<file path="src/rtl/phys_pkg.sv">
// Shared types and default constants for the player physics engine.
package phys_pkg;

    typedef enum logic [3:0] {
        IDLE,
        X_A,
        X_B,
        X_EVAL,
        Y_A,
        Y_B,
        Y_EVAL,
        G_A,
        G_B,
        G_EVAL,
        DONE
    } phys_state_t;

    typedef enum logic [1:0] {
        AX_X,
        AX_Y,
        AX_G
    } axis_t;

    localparam int COORD_W = 12;
    typedef logic signed [COORD_W-1:0] coord_t;

    localparam int DEF_POS_W      = 10;
    localparam int DEF_TILE_SHIFT = 5;
    localparam int DEF_MAP_ROWS   = 15;
    localparam int DEF_MAP_COLS   = 20;
    localparam int DEF_OBJ_W      = 26;
    localparam int DEF_OBJ_H      = 32;
    localparam int DEF_RUN_SPEED  = 2;
    localparam int DEF_JUMP_VEL   = 10;
    localparam int DEF_GRAVITY    = 1;
    localparam int DEF_V_TERMINAL = 6;
    localparam int DEF_X_INIT     = 30;
    localparam int DEF_Y_INIT     = 300;

endpackage

</file>
<file path="src/rtl/tile_probe.sv">
// Two-corner tile lookup for one candidate displacement.
// Corners outside the map read as solid and are never requested.
module tile_probe
    import phys_pkg::*;
#(
    parameter int CW         = COORD_W,
    parameter int TILE_SHIFT = DEF_TILE_SHIFT,
    parameter int MAP_ROWS   = DEF_MAP_ROWS,
    parameter int MAP_COLS   = DEF_MAP_COLS,
    parameter int OBJ_W      = DEF_OBJ_W,
    parameter int OBJ_H      = DEF_OBJ_H
) (
    input  logic                         Clk,
    input  logic                         Reset_n,
    input  logic                         probe_a,
    input  logic                         probe_b,
    input  logic                         probe_eval,
    input  axis_t                        axis,
    input  logic signed [CW-1:0]         x,
    input  logic signed [CW-1:0]         y,
    input  logic signed [CW-1:0]         d,
    output logic                         tile_rd_en,
    output logic [$clog2(MAP_ROWS)-1:0]  tile_row,
    output logic [$clog2(MAP_COLS)-1:0]  tile_col,
    input  logic                         tile_solid,
    output logic                         hit,
    output logic                         hit_valid
);

    localparam int RW  = $clog2(MAP_ROWS);
    localparam int CLW = $clog2(MAP_COLS);

    localparam logic signed [CW-1:0] W1     = CW'(OBJ_W - 1);
    localparam logic signed [CW-1:0] H1     = CW'(OBJ_H - 1);
    localparam logic signed [CW-1:0] ROWS_C = CW'(MAP_ROWS);
    localparam logic signed [CW-1:0] COLS_C = CW'(MAP_COLS);

    logic signed [CW-1:0] lead_x;
    logic signed [CW-1:0] lead_y;
    logic signed [CW-1:0] row_a;
    logic signed [CW-1:0] row_b;
    logic signed [CW-1:0] col_a;
    logic signed [CW-1:0] col_b;
    logic signed [CW-1:0] tr;
    logic signed [CW-1:0] tc;
    logic                 d_pos;
    logic                 oob;
    logic                 oob_d;
    logic                 oob_q;
    logic                 hit_a_d;
    logic                 hit_a_q;

    always_comb begin
        d_pos  = !d[CW-1] && (d != '0);
        lead_x = d_pos ? x + W1 + d : x + d;
        lead_y = d_pos ? y + H1 + d : y + d;
        row_a  = lead_y;
        row_b  = lead_y;
        col_a  = x;
        col_b  = x + W1;
        if (axis == AX_X) begin
            row_a = y;
            row_b = y + H1;
            col_a = lead_x;
            col_b = lead_x;
        end
        tr = (probe_b ? row_b : row_a) >>> TILE_SHIFT;
        tc = (probe_b ? col_b : col_a) >>> TILE_SHIFT;
        oob = tr[CW-1] || tc[CW-1] || (tr >= ROWS_C) || (tc >= COLS_C);
        tile_rd_en = (probe_a || probe_b) && !oob;
        tile_row   = tr[RW-1:0];
        tile_col   = tc[CLW-1:0];
        // oob_q follows the corner whose RAM answer arrives next cycle
        oob_d = oob_q;
        if (probe_a || probe_b) begin
            oob_d = oob;
        end
        hit_a_d = hit_a_q;
        if (probe_b) begin
            hit_a_d = oob_q || tile_solid;
        end
        hit       = hit_a_q || oob_q || tile_solid;
        hit_valid = probe_eval;
    end

    always_ff @(posedge Clk or negedge Reset_n) begin
        if (!Reset_n) begin
            oob_q   <= 1'b0;
            hit_a_q <= 1'b0;
        end else begin
            oob_q   <= oob_d;
            hit_a_q <= hit_a_d;
        end
    end

endmodule

</file>
<file path="src/rtl/player_physics.sv">
// Per-frame player motion and tile collision; X then Y then ground probe.
// Define PHYS_VAR_JUMP_EN for variable jump height (short hop on release).
module player_physics
    import phys_pkg::*;
#(
    parameter int POS_W      = DEF_POS_W,
    parameter int TILE_SHIFT = DEF_TILE_SHIFT,
    parameter int MAP_ROWS   = DEF_MAP_ROWS,
    parameter int MAP_COLS   = DEF_MAP_COLS,
    parameter int OBJ_W      = DEF_OBJ_W,
    parameter int OBJ_H      = DEF_OBJ_H,
    parameter int RUN_SPEED  = DEF_RUN_SPEED,
    parameter int JUMP_VEL   = DEF_JUMP_VEL,
    parameter int GRAVITY    = DEF_GRAVITY,
    parameter int V_TERMINAL = DEF_V_TERMINAL,
    parameter int X_INIT     = DEF_X_INIT,
    parameter int Y_INIT     = DEF_Y_INIT
) (
    input  logic                         Clk,
    input  logic                         Reset_n,
    input  logic                         frame_tick,
    input  logic                         move_left,
    input  logic                         move_right,
    input  logic                         jump,
    output logic                         tile_rd_en,
    output logic [$clog2(MAP_ROWS)-1:0]  tile_row,
    output logic [$clog2(MAP_COLS)-1:0]  tile_col,
    input  logic                         tile_solid,
    output logic [POS_W-1:0]             pos_x,
    output logic [POS_W-1:0]             pos_y,
    output logic signed [7:0]            vel_y,
    output logic                         on_ground,
    output logic                         busy,
    output logic                         frame_done,
    output logic                         overrun
);

    localparam int CW = POS_W + 2;

    localparam logic signed [CW-1:0] RUN_C = CW'(RUN_SPEED);
    localparam logic signed [CW-1:0] ONE_C = CW'(1);
    localparam logic signed [CW-1:0] X0    = CW'(X_INIT);
    localparam logic signed [CW-1:0] Y0    = CW'(Y_INIT);
    localparam logic signed [7:0]    JUMP_C  = 8'(JUMP_VEL);
    localparam logic signed [7:0]    GRAV_C  = 8'(GRAVITY);
    localparam logic signed [7:0]    VTERM_C = 8'(V_TERMINAL);
`ifdef PHYS_VAR_JUMP_EN
    localparam logic signed [7:0]    HOP_C   = 8'(JUMP_VEL / 2);
`endif

    phys_state_t state_q, state_d;
    logic signed [CW-1:0] x_q, x_d;
    logic signed [CW-1:0] y_q, y_d;
    logic signed [CW-1:0] d_q, d_d;
    logic signed [CW-1:0] dy_q, dy_d;
    logic signed [7:0]    vel_q, vel_d;
    logic                 on_ground_q, on_ground_d;
    logic [POS_W-1:0]     pos_x_q, pos_x_d;
    logic [POS_W-1:0]     pos_y_q, pos_y_d;
    logic                 overrun_q, overrun_d;

    logic signed [7:0]    v_base;
    logic signed [7:0]    v_fall;
    logic signed [7:0]    v_start;
    logic signed [CW-1:0] dx;
    logic signed [CW-1:0] dy_start;
    logic signed [CW-1:0] d_step;
    logic signed [CW-1:0] probe_d;
    logic                 d_last;
    logic                 probe_a;
    logic                 probe_b;
    logic                 probe_eval;
    logic                 probe_hit;
    logic                 probe_done;
    logic                 coll;
    axis_t                axis;

    always_comb begin
        probe_a    = (state_q == X_A) || (state_q == Y_A) || (state_q == G_A);
        probe_b    = (state_q == X_B) || (state_q == Y_B) || (state_q == G_B);
        probe_eval = (state_q == X_EVAL) || (state_q == Y_EVAL)
                  || (state_q == G_EVAL);
        axis = AX_X;
        if ((state_q == Y_A) || (state_q == Y_B) || (state_q == Y_EVAL)) begin
            axis = AX_Y;
        end
        if ((state_q == G_A) || (state_q == G_B) || (state_q == G_EVAL)) begin
            axis = AX_G;
        end
        probe_d = (axis == AX_G) ? ONE_C : d_q;
    end

    tile_probe #(
        .CW         (CW),
        .TILE_SHIFT (TILE_SHIFT),
        .MAP_ROWS   (MAP_ROWS),
        .MAP_COLS   (MAP_COLS),
        .OBJ_W      (OBJ_W),
        .OBJ_H      (OBJ_H)
    ) u_probe (
        .Clk        (Clk),
        .Reset_n    (Reset_n),
        .probe_a    (probe_a),
        .probe_b    (probe_b),
        .probe_eval (probe_eval),
        .axis       (axis),
        .x          (x_q),
        .y          (y_q),
        .d          (probe_d),
        .tile_rd_en (tile_rd_en),
        .tile_row   (tile_row),
        .tile_col   (tile_col),
        .tile_solid (tile_solid),
        .hit        (probe_hit),
        .hit_valid  (probe_done)
    );

    always_comb begin
        v_base = vel_q;
`ifdef PHYS_VAR_JUMP_EN
        if (!jump && (v_base < -HOP_C)) begin
            v_base = -HOP_C;
        end
`endif
        v_fall = v_base + GRAV_C;
        if (v_fall > VTERM_C) begin
            v_fall = VTERM_C;
        end
        v_start  = (jump && on_ground_q) ? -JUMP_C : v_fall;
        dy_start = {{(CW-8){v_start[7]}}, v_start};
        dx = '0;
        if (move_right && !move_left) begin
            dx = RUN_C;
        end else if (move_left && !move_right) begin
            dx = -RUN_C;
        end
        d_step = d_q[CW-1] ? d_q + ONE_C : d_q - ONE_C;
        d_last = (d_q == ONE_C) || (d_q == -ONE_C);
        coll   = probe_hit && probe_done;
    end

    always_comb begin
        state_d     = state_q;
        x_d         = x_q;
        y_d         = y_q;
        d_d         = d_q;
        dy_d        = dy_q;
        vel_d       = vel_q;
        on_ground_d = on_ground_q;
        pos_x_d     = pos_x_q;
        pos_y_d     = pos_y_q;
        unique case (state_q)
            IDLE, DONE: begin
                if (frame_tick) begin
                    vel_d = v_start;
                    dy_d  = dy_start;
                    if (dx != '0) begin
                        d_d     = dx;
                        state_d = X_A;
                    end else if (dy_start != '0) begin
                        d_d     = dy_start;
                        state_d = Y_A;
                    end else begin
                        state_d = G_A;
                    end
                end else begin
                    state_d = IDLE;
                end
            end
            X_A: state_d = X_B;
            X_B: state_d = X_EVAL;
            X_EVAL: begin
                if (coll && !d_last) begin
                    d_d     = d_step;
                    state_d = X_A;
                end else begin
                    if (!coll) begin
                        x_d = x_q + d_q;
                    end
                    if (dy_q != '0) begin
                        d_d     = dy_q;
                        state_d = Y_A;
                    end else begin
                        state_d = G_A;
                    end
                end
            end
            Y_A: state_d = Y_B;
            Y_B: state_d = Y_EVAL;
            Y_EVAL: begin
                if (coll) begin
                    vel_d = '0;
                end
                if (coll && !d_last) begin
                    d_d     = d_step;
                    state_d = Y_A;
                end else begin
                    if (!coll) begin
                        y_d = y_q + d_q;
                    end
                    state_d = G_A;
                end
            end
            G_A: state_d = G_B;
            G_B: state_d = G_EVAL;
            G_EVAL: begin
                on_ground_d = coll;
                if (coll && !vel_q[7] && (vel_q != '0)) begin
                    vel_d = '0;
                end
                pos_x_d = x_q[POS_W-1:0];
                pos_y_d = y_q[POS_W-1:0];
                state_d = DONE;
            end
            default: state_d = IDLE;
        endcase
        busy       = (state_q != IDLE) && (state_q != DONE);
        overrun_d  = frame_tick && busy;
        frame_done = (state_q == DONE);
    end

    always_ff @(posedge Clk or negedge Reset_n) begin
        if (!Reset_n) begin
            state_q     <= IDLE;
            x_q         <= X0;
            y_q         <= Y0;
            d_q         <= '0;
            dy_q        <= '0;
            vel_q       <= '0;
            on_ground_q <= 1'b0;
            pos_x_q     <= X0[POS_W-1:0];
            pos_y_q     <= Y0[POS_W-1:0];
            overrun_q   <= 1'b0;
        end else begin
            state_q     <= state_d;
            x_q         <= x_d;
            y_q         <= y_d;
            d_q         <= d_d;
            dy_q        <= dy_d;
            vel_q       <= vel_d;
            on_ground_q <= on_ground_d;
            pos_x_q     <= pos_x_d;
            pos_y_q     <= pos_y_d;
            overrun_q   <= overrun_d;
        end
    end

    assign pos_x     = pos_x_q;
    assign pos_y     = pos_y_q;
    assign vel_y     = vel_q;
    assign on_ground = on_ground_q;
    assign overrun   = overrun_q;

endmodule

</file>
<file path="config.mk">
export PLATFORM = sky130hd
export DESIGN_NAME = player_physics
export DESIGN_NICKNAME = d
export VERILOG_FILES = /design/src/rtl/phys_pkg.sv /design/src/rtl/tile_probe.sv /design/src/rtl/player_physics.sv
export SDC_FILE = /design/constraint.sdc
export NUM_CORES = 1
export LEC_CHECK = 0
export CAP_MARGIN = 0
export CORE_ASPECT_RATIO = 1.1
export CORE_MARGIN = 2
export CORE_UTILIZATION = 59
export DETAILED_ROUTE_END_ITERATION = 8
export DONT_BUFFER_PORTS = 1
export PLACE_DENSITY = 0.78
export SLEW_MARGIN = 20
export SYNTH_ARGS = -nofsm -noshare
export SYNTH_HDL_FRONTEND = slang
export SYNTH_HIERARCHICAL = 1
export SYNTH_SLANG_ARGS = --single-unit
</file>
<file path="constraint.sdc">
create_clock -name Clk -period 4.95 [get_ports Clk]
set_clock_uncertainty 0.1 [all_clocks]
set_input_delay 0.7425 -clock Clk [delete_from_list [all_inputs] [get_ports Clk]]
set_output_delay 0.7425 -clock Clk [all_outputs]
set_load 0.01 [all_outputs]
</file>
==> run_summary.xml <==
<?xml version="1.0" encoding="UTF-8"?>
<metrics>
  <group name="worst_setup_path">
    <metric name="worst_r2r_path_depth" unit="">22</metric>
    <metric name="cp.required" unit="ps">4110</metric>
    <metric name="timing.critical_path.mode_cell" unit="">sky130_fd_sc_hd__buf_4</metric>
    <metric name="worstPathArrival" unit="ps">4460</metric>
    <metric name="cp_slowest_cell" unit="">sky130_fd_sc_hd__dfrtp_2</metric>
    <metric name="critPathMaxStageDelay" unit="ps">460</metric>
    <metric name="timing.critical_path.from_type" unit="">register</metric>
    <metric name="cell_count_along_the_critical_path" unit="">21</metric>
    <metric name="timing.reg2reg.setup_slack" unit="ps">630</metric>
    <metric name="setup.worst_path.class" unit="">reg2out</metric>
    <metric name="critical_path.endpoint_type" unit="">output port</metric>
    <metric name="worstPathBufferInverterCount" unit="">11</metric>
    <metric name="critical_path.max_fanout" unit="">6</metric>
    <metric name="r2r-end" unit="">u_probe/oob_q</metric>
    <metric name="rr_startpoint" unit="">state_q[3]</metric>
    <metric name="timing.critical_path.max_delay_family" unit="">buffers and inverters</metric>
    <metric name="worstPathCellList" unit="">nor2b_4 -&gt; a31oi_4 -&gt; buf_6 -&gt; and2_2 -&gt; nor3_2 -&gt; nand3_2 -&gt; buf_6 -&gt; buf_4 -&gt; buf_4 -&gt; buf_4 -&gt; buf_4 -&gt; buf_4 -&gt; buf_4 -&gt; buf_4 -&gt; buf_4 -&gt; buf_4 -&gt; a41oi_4 -&gt; xor2_2 -&gt; xnor2_2 -&gt; o32ai_2 -&gt; and3_4</metric>
  </group>
  <group name="sta">
    <metric name="final.hold.worst_slack" unit="ps">132</metric>
    <metric name="timing.final.crit_share" unit="%">107</metric>
    <metric name="final-setup-viol-count" unit="">2</metric>
    <metric name="rsz_0062_raised_after_global_routing" unit="">true</metric>
    <metric name="final.min_clock_period" unit="ps">5300</metric>
    <metric name="slew-limit-headroom" unit="%">37.5</metric>
    <metric name="final-hold-violation-count" unit="">0</metric>
    <metric name="fin_ws" unit="ps">-351</metric>
    <metric name="drv_slew" unit="">0</metric>
    <metric name="fmax" unit="GHz">0.189</metric>
    <metric name="worst_slew_pin_slew" unit="ps">924</metric>
  </group>
  <group name="clocking">
    <metric name="clock_tree.buffer_depth" unit="">2</metric>
    <metric name="worst_setup_hold_path_clk_slew" unit="ps">70</metric>
    <metric name="cts_tree" unit="">yes</metric>
    <metric name="clock_insertion_delay_worst_skew" unit="ps">350</metric>
    <metric name="cts_max_level" unit="">3</metric>
    <metric name="cts_made_buffers" unit="">9</metric>
    <metric name="cts.sink_count" unit="">80</metric>
    <metric name="clk_root_buffer_cell" unit="">sky130_fd_sc_hd__clkbuf_16</metric>
  </group>
  <group name="outcome">
    <metric name="status" unit="">finished with violations</metric>
    <metric name="failed_checks" unit="">setup timing</metric>
  </group>
  <group name="place">
    <metric name="number_of_buffers_added_on_ports" unit="">0</metric>
    <metric name="place_hpwl" unit="um">15000</metric>
    <metric name="placed_cell_area" unit="um2">7650</metric>
    <metric name="gpl.final_weighted_congestion" unit="">1.02</metric>
  </group>
  <group name="run">
    <metric name="max-cap-violations" unit="">0</metric>
  </group>
  <group name="floorplan">
    <metric name="ios" unit="">49</metric>
    <metric name="initial_utilization" unit="%">60.6</metric>
    <metric name="die_height" unit="um">121</metric>
    <metric name="design.die.area" unit="um2">13300</metric>
    <metric name="fp-row-count" unit="">42</metric>
    <metric name="core_area" unit="um2">12000</metric>
    <metric name="fp.dieW" unit="um">110</metric>
  </group>
  <group name="synthesis">
    <metric name="synth-seq-cells" unit="">80</metric>
    <metric name="syn-num-nets" unit="">930</metric>
    <metric name="post_synth_inst_count" unit="">867</metric>
    <metric name="synthTopCellsByArea" unit="">sky130_fd_sc_hd__dfrtp_1 22%, sky130_fd_sc_hd__ha_1 9.3%, sky130_fd_sc_hd__dfstp_2 5.8%, sky130_fd_sc_hd__xnor2_1 5.0%, sky130_fd_sc_hd__nand2_1 4.9%</metric>
    <metric name="yosysUniqueCellTypes" unit="">83</metric>
    <metric name="syn_avg_cell_area" unit="um2">8.41</metric>
    <metric name="synth_top_area_cell" unit="">sky130_fd_sc_hd__dfrtp_1</metric>
    <metric name="synth-async-reset-ratio" unit="%">100</metric>
    <metric name="synth_most_common_cell" unit="">sky130_fd_sc_hd__nand2_1</metric>
    <metric name="synth_top_cell_area_share" unit="%">22.0</metric>
    <metric name="post_synth_instance_area" unit="um2">7290</metric>
    <metric name="yosys_warnings" unit="">6</metric>
    <metric name="post_synth_most_frequent_cells" unit="">95 x sky130_fd_sc_hd__nand2_1, 64 x sky130_fd_sc_hd__dfrtp_1, 54 x sky130_fd_sc_hd__ha_1</metric>
    <metric name="portion_of_the_post_synthesis_area_used_by_sequential_elements" unit="%">27.7</metric>
    <metric name="synth_edf_count" unit="">0</metric>
    <metric name="ys.flop_type" unit="">sky130_fd_sc_hd__dfrtp_1</metric>
  </group>
  <group name="cells_and_area">
    <metric name="count_of_antenna_diodes_in_the_layout" unit="">0</metric>
    <metric name="design.final.nets" unit="">972</metric>
    <metric name="area_growth_syn_to_layout" unit="%">17.6</metric>
    <metric name="final_area" unit="um2">8580</metric>
    <metric name="final_layout_size_suffix_gt1_share" unit="%">22.4</metric>
  </group>
  <group name="detailed_routing">
    <metric name="drc" unit="">0</metric>
    <metric name="route.vias.total" unit="">7209</metric>
    <metric name="vias_per_cell" unit="">6.75</metric>
    <metric name="wl_per_cell" unit="um">20.7</metric>
    <metric name="drt_first_pass_iters" unit="">6</metric>
    <metric name="route.antenna.remaining_nets" unit="">0</metric>
    <metric name="detailedRoute.firstIterationViolations" unit="">737</metric>
    <metric name="drt-total-wl" unit="um">22100</metric>
  </group>
  <group name="power_and_ir_drop">
    <metric name="power.switching_fraction" unit="%">50.5</metric>
    <metric name="vdd_ir_max" unit="mV">0.463</metric>
    <metric name="reg_power_share" unit="%">19.6</metric>
    <metric name="p_int" unit="mW">3.51</metric>
    <metric name="combPwrFrac" unit="%">71.3</metric>
    <metric name="netSwitchingPower" unit="mW">3.58</metric>
    <metric name="power_density" unit="nW/um2">827</metric>
    <metric name="clock_power_share" unit="%">9.1</metric>
    <metric name="static-leakage-power" unit="nW">3.85</metric>
  </group>
  <group name="worst_hold_path">
    <metric name="min_path_type" unit="">in2async</metric>
  </group>
  <group name="global_route">
    <metric name="antenna_found_initial" unit="">0</metric>
    <metric name="grt_pass1_vias" unit="">6834</metric>
    <metric name="grt_start_max_net_pins" unit="">65</metric>
    <metric name="gr-usage-all-layers" unit="%">33.4</metric>
    <metric name="grt_remaining_overflow" unit="">0</metric>
    <metric name="grt_first_pass_wirelength" unit="um">34500</metric>
  </group>
</metrics>
## cell usage in the layout (no fill, tap or decap), drive strengths merged, types with 11 or more instances in the layout
cell,synthesis,layout
xor2,25,25
dfrtp,64,64
a21o,22,22
nand3,34,34
a31oi,21,21
ha,54,54
nor3,26,26
and3,13,13
o21ai,46,46
dfstp,16,16
a211oi,11,11
o31ai,15,15
clkbuf,22,12
xnor2,42,42
and2,18,18
inv,32,32
a21oi,44,44
mux2,25,25
nand4,18,18
nor2,48,48
nand2,96,96
buf,23,76
## cells by family (layout without fill, tap and decap cells)
family	Yosys count	in the layout	share of synthesized area [%]
multiplexers	32	32	4.92
adder cells (fa/ha/maj)	57	57	9.95
XOR/XNOR	67	67	8.04
buffers and inverters	77	124	4.41
AND/OR/NAND/NOR	312	312	21.9
AO/OA/AOI/OAI	242	242	23.1
flip-flops	80	80	27.7
## power groups by stage
stage	Combinational [mW]	Sequential (mW)	Clock, mW
after floorplan	3.17	1.24	0
after global placement	4.09	1.35	0
after detailed placement	4.20	1.36	0
after CTS	4.45	1.36	0.657
after global routing	5.47	1.43	0.685
final	5.05	1.39	0.649
## timing repair
| action | 4_1_cts | 5_1_grt |
|---|---|---|
| setup endpoints to repair | 4 | 7 |
| hold buffers | 1 | 0 |
| gates resized for setup | 27 | 56 |
| cloned | 1 | 0 |
| setup buffers | 16 | 13 |
| hold endpoints to repair | 64 | 0 |
| pin swaps | 18 | 30 |
## sequential cells by signal, indices dropped and copies added, names as in the netlist
| name | flops |
|---|---|
| d_q | 12 |
| dy_q | 8 |
| on_ground | 1 |
| overrun | 1 |
| pos_x | 10 |
| pos_y | 10 |
| state_q | 4 |
| u_probe/hit_a_q | 1 |
| u_probe/oob_q | 1 |
| vel_y | 8 |
| x_q | 12 |
| y_q | 12 |
## metal layers
metal	vias up	track usage, %	routed length, um
li1	3308	-	-
met1	3472	42.1	8940
met2	338	54.1	10600
met3	91	7.60	1550
met4	0	14.8	966
met5	-	0	0
## per-stage QoR
step	util, %	instances	TNS, ps	total power [mW]	setup WS, ps
after floorplan	-	867	0	4.41	39.3
after global placement	63.6	1022	0	5.44	146
after detailed placement	63.6	1022	0	5.56	49.4
after CTS	68.2	1056	-153	6.46	-153
after global routing	71.3	1068	-1190	7.59	-466
final	71.3	1068	-523	7.09	-351
## how the worst max path moves through the flow
stage | from | end | slack (ps)
final | state_q[3] | tile_rd_en | -350
after global routing | state_q[3] | tile_rd_en | -470
after floorplan | state_q[3] | tile_rd_en | 40
after detailed placement | state_q[2] | tile_rd_en | 50
after CTS | state_q[3] | tile_rd_en | -150
after global placement | state_q[2] | tile_rd_en | 150
## layout make-up
| class | count | area [um2] |
|---|---|---|
| Clock inverter | 4 | 30.0 |
| Fill cell | 898 | 3460 |
| Timing Repair Buffer | 76 | 628 |
| Inverter | 32 | 120 |
| Clock buffer | 12 | 256 |
| Multi-Input combinational cell | 710 | 5330 |
| Tap cell | 154 | 193 |
| Sequential cell | 80 | 2020 |
No activity file was read; power rests on OpenSTA's default activity.
==> patch: new RTL, config.mk and constraints unchanged <==
Reset style: synchronous (`Reset_n`), changed in 2 clocked blocks.
--- a/src/rtl/tile_probe.sv
+++ b/src/rtl/tile_probe.sv
@@ -84,5 +84,5 @@
     end
 
-    always_ff @(posedge Clk or negedge Reset_n) begin
+    always_ff @(posedge Clk) begin
         if (!Reset_n) begin
             oob_q   <= 1'b0;
--- a/src/rtl/player_physics.sv
+++ b/src/rtl/player_physics.sv
@@ -220,5 +220,5 @@
     end
 
-    always_ff @(posedge Clk or negedge Reset_n) begin
+    always_ff @(posedge Clk) begin
         if (!Reset_n) begin
             state_q     <= IDLE;
Formal check against the unedited RTL: differs if Reset_n is asserted again (counterexample within 4 cycles, from zero or initial values and one cycle with Reset_n low); with Reset_n held inactive, the same outputs for 4 cycles.
==> patch against the unedited design <==
- the flow still finishes with violations (setup timing)
- setup slack improved by 0.29 ns
- final area fell by 13%
- routed wire length fell by 11%
- non-clock buffer count fell by 36
- final cell count barely moved
- total power fell by 36%
- synthesized area fell by 6.3%
- global-route usage fell by 1.6 points
- via count fell by 7.1%
- utilization fell by 5.5 points
- sequential cell count did not move
- synthesized cell count rose by 4.6%
- largest cell class unchanged
- largest power group unchanged
==> patch: results (changes against the unedited design) <==
status: "finished, violations left"
failed_checks: "setup timing"
power.ir.vdd_worst_uv: 301  # -35%
numPortBuffers: 0  # unchanged
place_congestion: 0.963  # -5.8%
via_per_inst: 6.27  # -7.1%
crit_family: "simple AND/OR/NAND/NOR gates"
gr-usage-all-layers_pct: 31.8  # -1.6 points
syn-num-nets: 971  # +4.4%
clk_pin_slew_ns: 0.07  # about the same
drive_gt1_share_pct: 11.5  # -11 points
ctsHtreeMaxLevel: 3  # unchanged
slowest_delay_ns: 0.36  # -0.10 ns
finalSetupViolCount: 1  # -1
ys.warnings.count: 6  # unchanged
worst-endpoint-arrival_ns: 4.17  # -0.29 ns
largestRegisters: "d_q x12, x_q x12, y_q x12"
cp_slowest_cell: "nor4_4"
hold_class: "in -> reg"
syn_inst: 907  # +4.6%
hpwl_um: 14300  # -5.0%
fillers: 1006  # +12%
worst_slack_ns: -0.0586  # +0.293 ns
critPathMaxFanout: 12  # +6
grt_max_degree: 42  # -35%
antenna_found_initial: 0  # unchanged
synth_common_cells: "nand2_1, dfxtp_1, a21oi_1"
vias: 6694  # -7.1%
clk_path_buf_depth: 2  # unchanged
grt_pass1_vias: 6210  # -9.1%
yosysUniqueCellTypes: 77  # -7.2%
grt_pass1_wl_um: 31500  # -8.5%
clock_latency_ns: 0.35  # about the same
cts-root-buf: "clkbuf_16"
first_iter_violations: 622  # -16%
cts_made_buffers: 9  # unchanged
power.leakage_nw: 3.05  # -21%
n_antenna_cell: 0  # unchanged
yosys-top-cells-area: "dfxtp_1, ha_1, nand2_1, xnor2_1, a21oi_1"
max_slew.worst_pin.slew_ns: 0.828  # -0.0954 ns
nNetsFinal: 976  # +0.41%
placed_area_um2: 7050  # -7.8%
first_pass_iters: 4  # -2
synthArstFlopShare_pct: 0  # -100 points
drt_wl_total_um: 19700  # -11%
placed_cells: 1046  # +2.3%
yosysSeqAreaShare_pct: 23.4  # -4.3 points
[patch: cell count changes in the layout (fill, tap and decap cells not counted), moves of 9 or more]
cell     delta
a21oi_1    +35
nand2_1    +40
xnor2_1    +11
mux2_2     -21
dfxtp_1    +77
a22o_1      -9
nor2_1     +22
dfrtp_1    -63
buf_6       -9
o31ai_1    -10
buf_4      -26
dfstp_2    -16
[patch: worst register-to-register path, cell delays in order (launching register included)]
cell and delay [ns]:
dfxtp_2 0.35, nand2b_4 0.15, o22a_4 0.28, and2_4 0.20, nor4_4 0.36, a31oi_4 0.18
buf_4 0.17, mux2_2 0.27, ha_1 0.27, nand4_1 0.09, nor2_1 0.08, o311a_1 0.34
o41ai_2 0.24, xnor2_1 0.14, o32a_1 0.34, o41a_1 0.38
[patch: worst paths after layout]
check | start | to | slack (ns) | cells past startpoint
worst max register to register | state_q[2] | u_probe/oob_q | 0.91 | 15
worst max-delay path | state_q[2] | tile_rd_en | -0.06 | 17
worst min register to register | dy_q[4] | dy_q[4] | 0.38 | 2
worst min-delay path | Reset_n | pos_x[4] | 0.37 | 1
[patch: cell type report]
cell class,count,area (um^2),area share (%)
clock buffers,11,243,3.24
multi-input cells,755,5010,66.9
flip-flops and latches,80,1610,21.4
repair buffers,40,304,4.06
clock inverters,5,40.0,0.535
well taps,150,188,2.51
inverters,26,97.6,1.30
[patch: what timing repair did]
action                     in CTS  in global routing
buffers inserted                5                  0
setup endpoints to repair       1                  1
pin swaps                      12                  4
resized for setup              30                  4
hold buffers                    0                  0
[patch: logic make-up after synthesis]
group	Yosys count	synth area share, %
AOI/OAI and AO/OA	244	23.5
buffers and inverters	72	5.18
DFF	80	23.4
xor gates and xnor gates	69	8.84
muxes	8	1.19
and+or+nand+nor	376	27.1
adders and majority gates	58	10.8
[patch: where the power goes]
part           switching, mW  internal, mW  leakage [nW]
Sequential            0.0999         0.738         0.650
Combinational           1.76          1.27          2.26
Clock                  0.300         0.358         0.140
[patch: per-layer routing]
layer / global-route usage [%] / vias up / routed length, um
met4: 13.5 / 0 / 691
met2: 52.8 / 231 / 9180
met3: 6.09 / 52 / 1210
met5: 0 / - / 0
met1: 40.7 / 3121 / 8640
li1: - / 3290 / -
[patch: per-stage QoR]
step	util, %	setup WS [ns]	TNS [ns]	hold slack [ns]
floorplan	-	0.0585	0	0.349
global route	65.8	-0.295	-0.295	0.365
CTS	65.7	0.00457	0	0.366
finish	65.8	-0.0586	-0.0586	0.366
global placement	61.9	0.187	0	0.370
detailed placement	61.9	0.0305	0	0.377
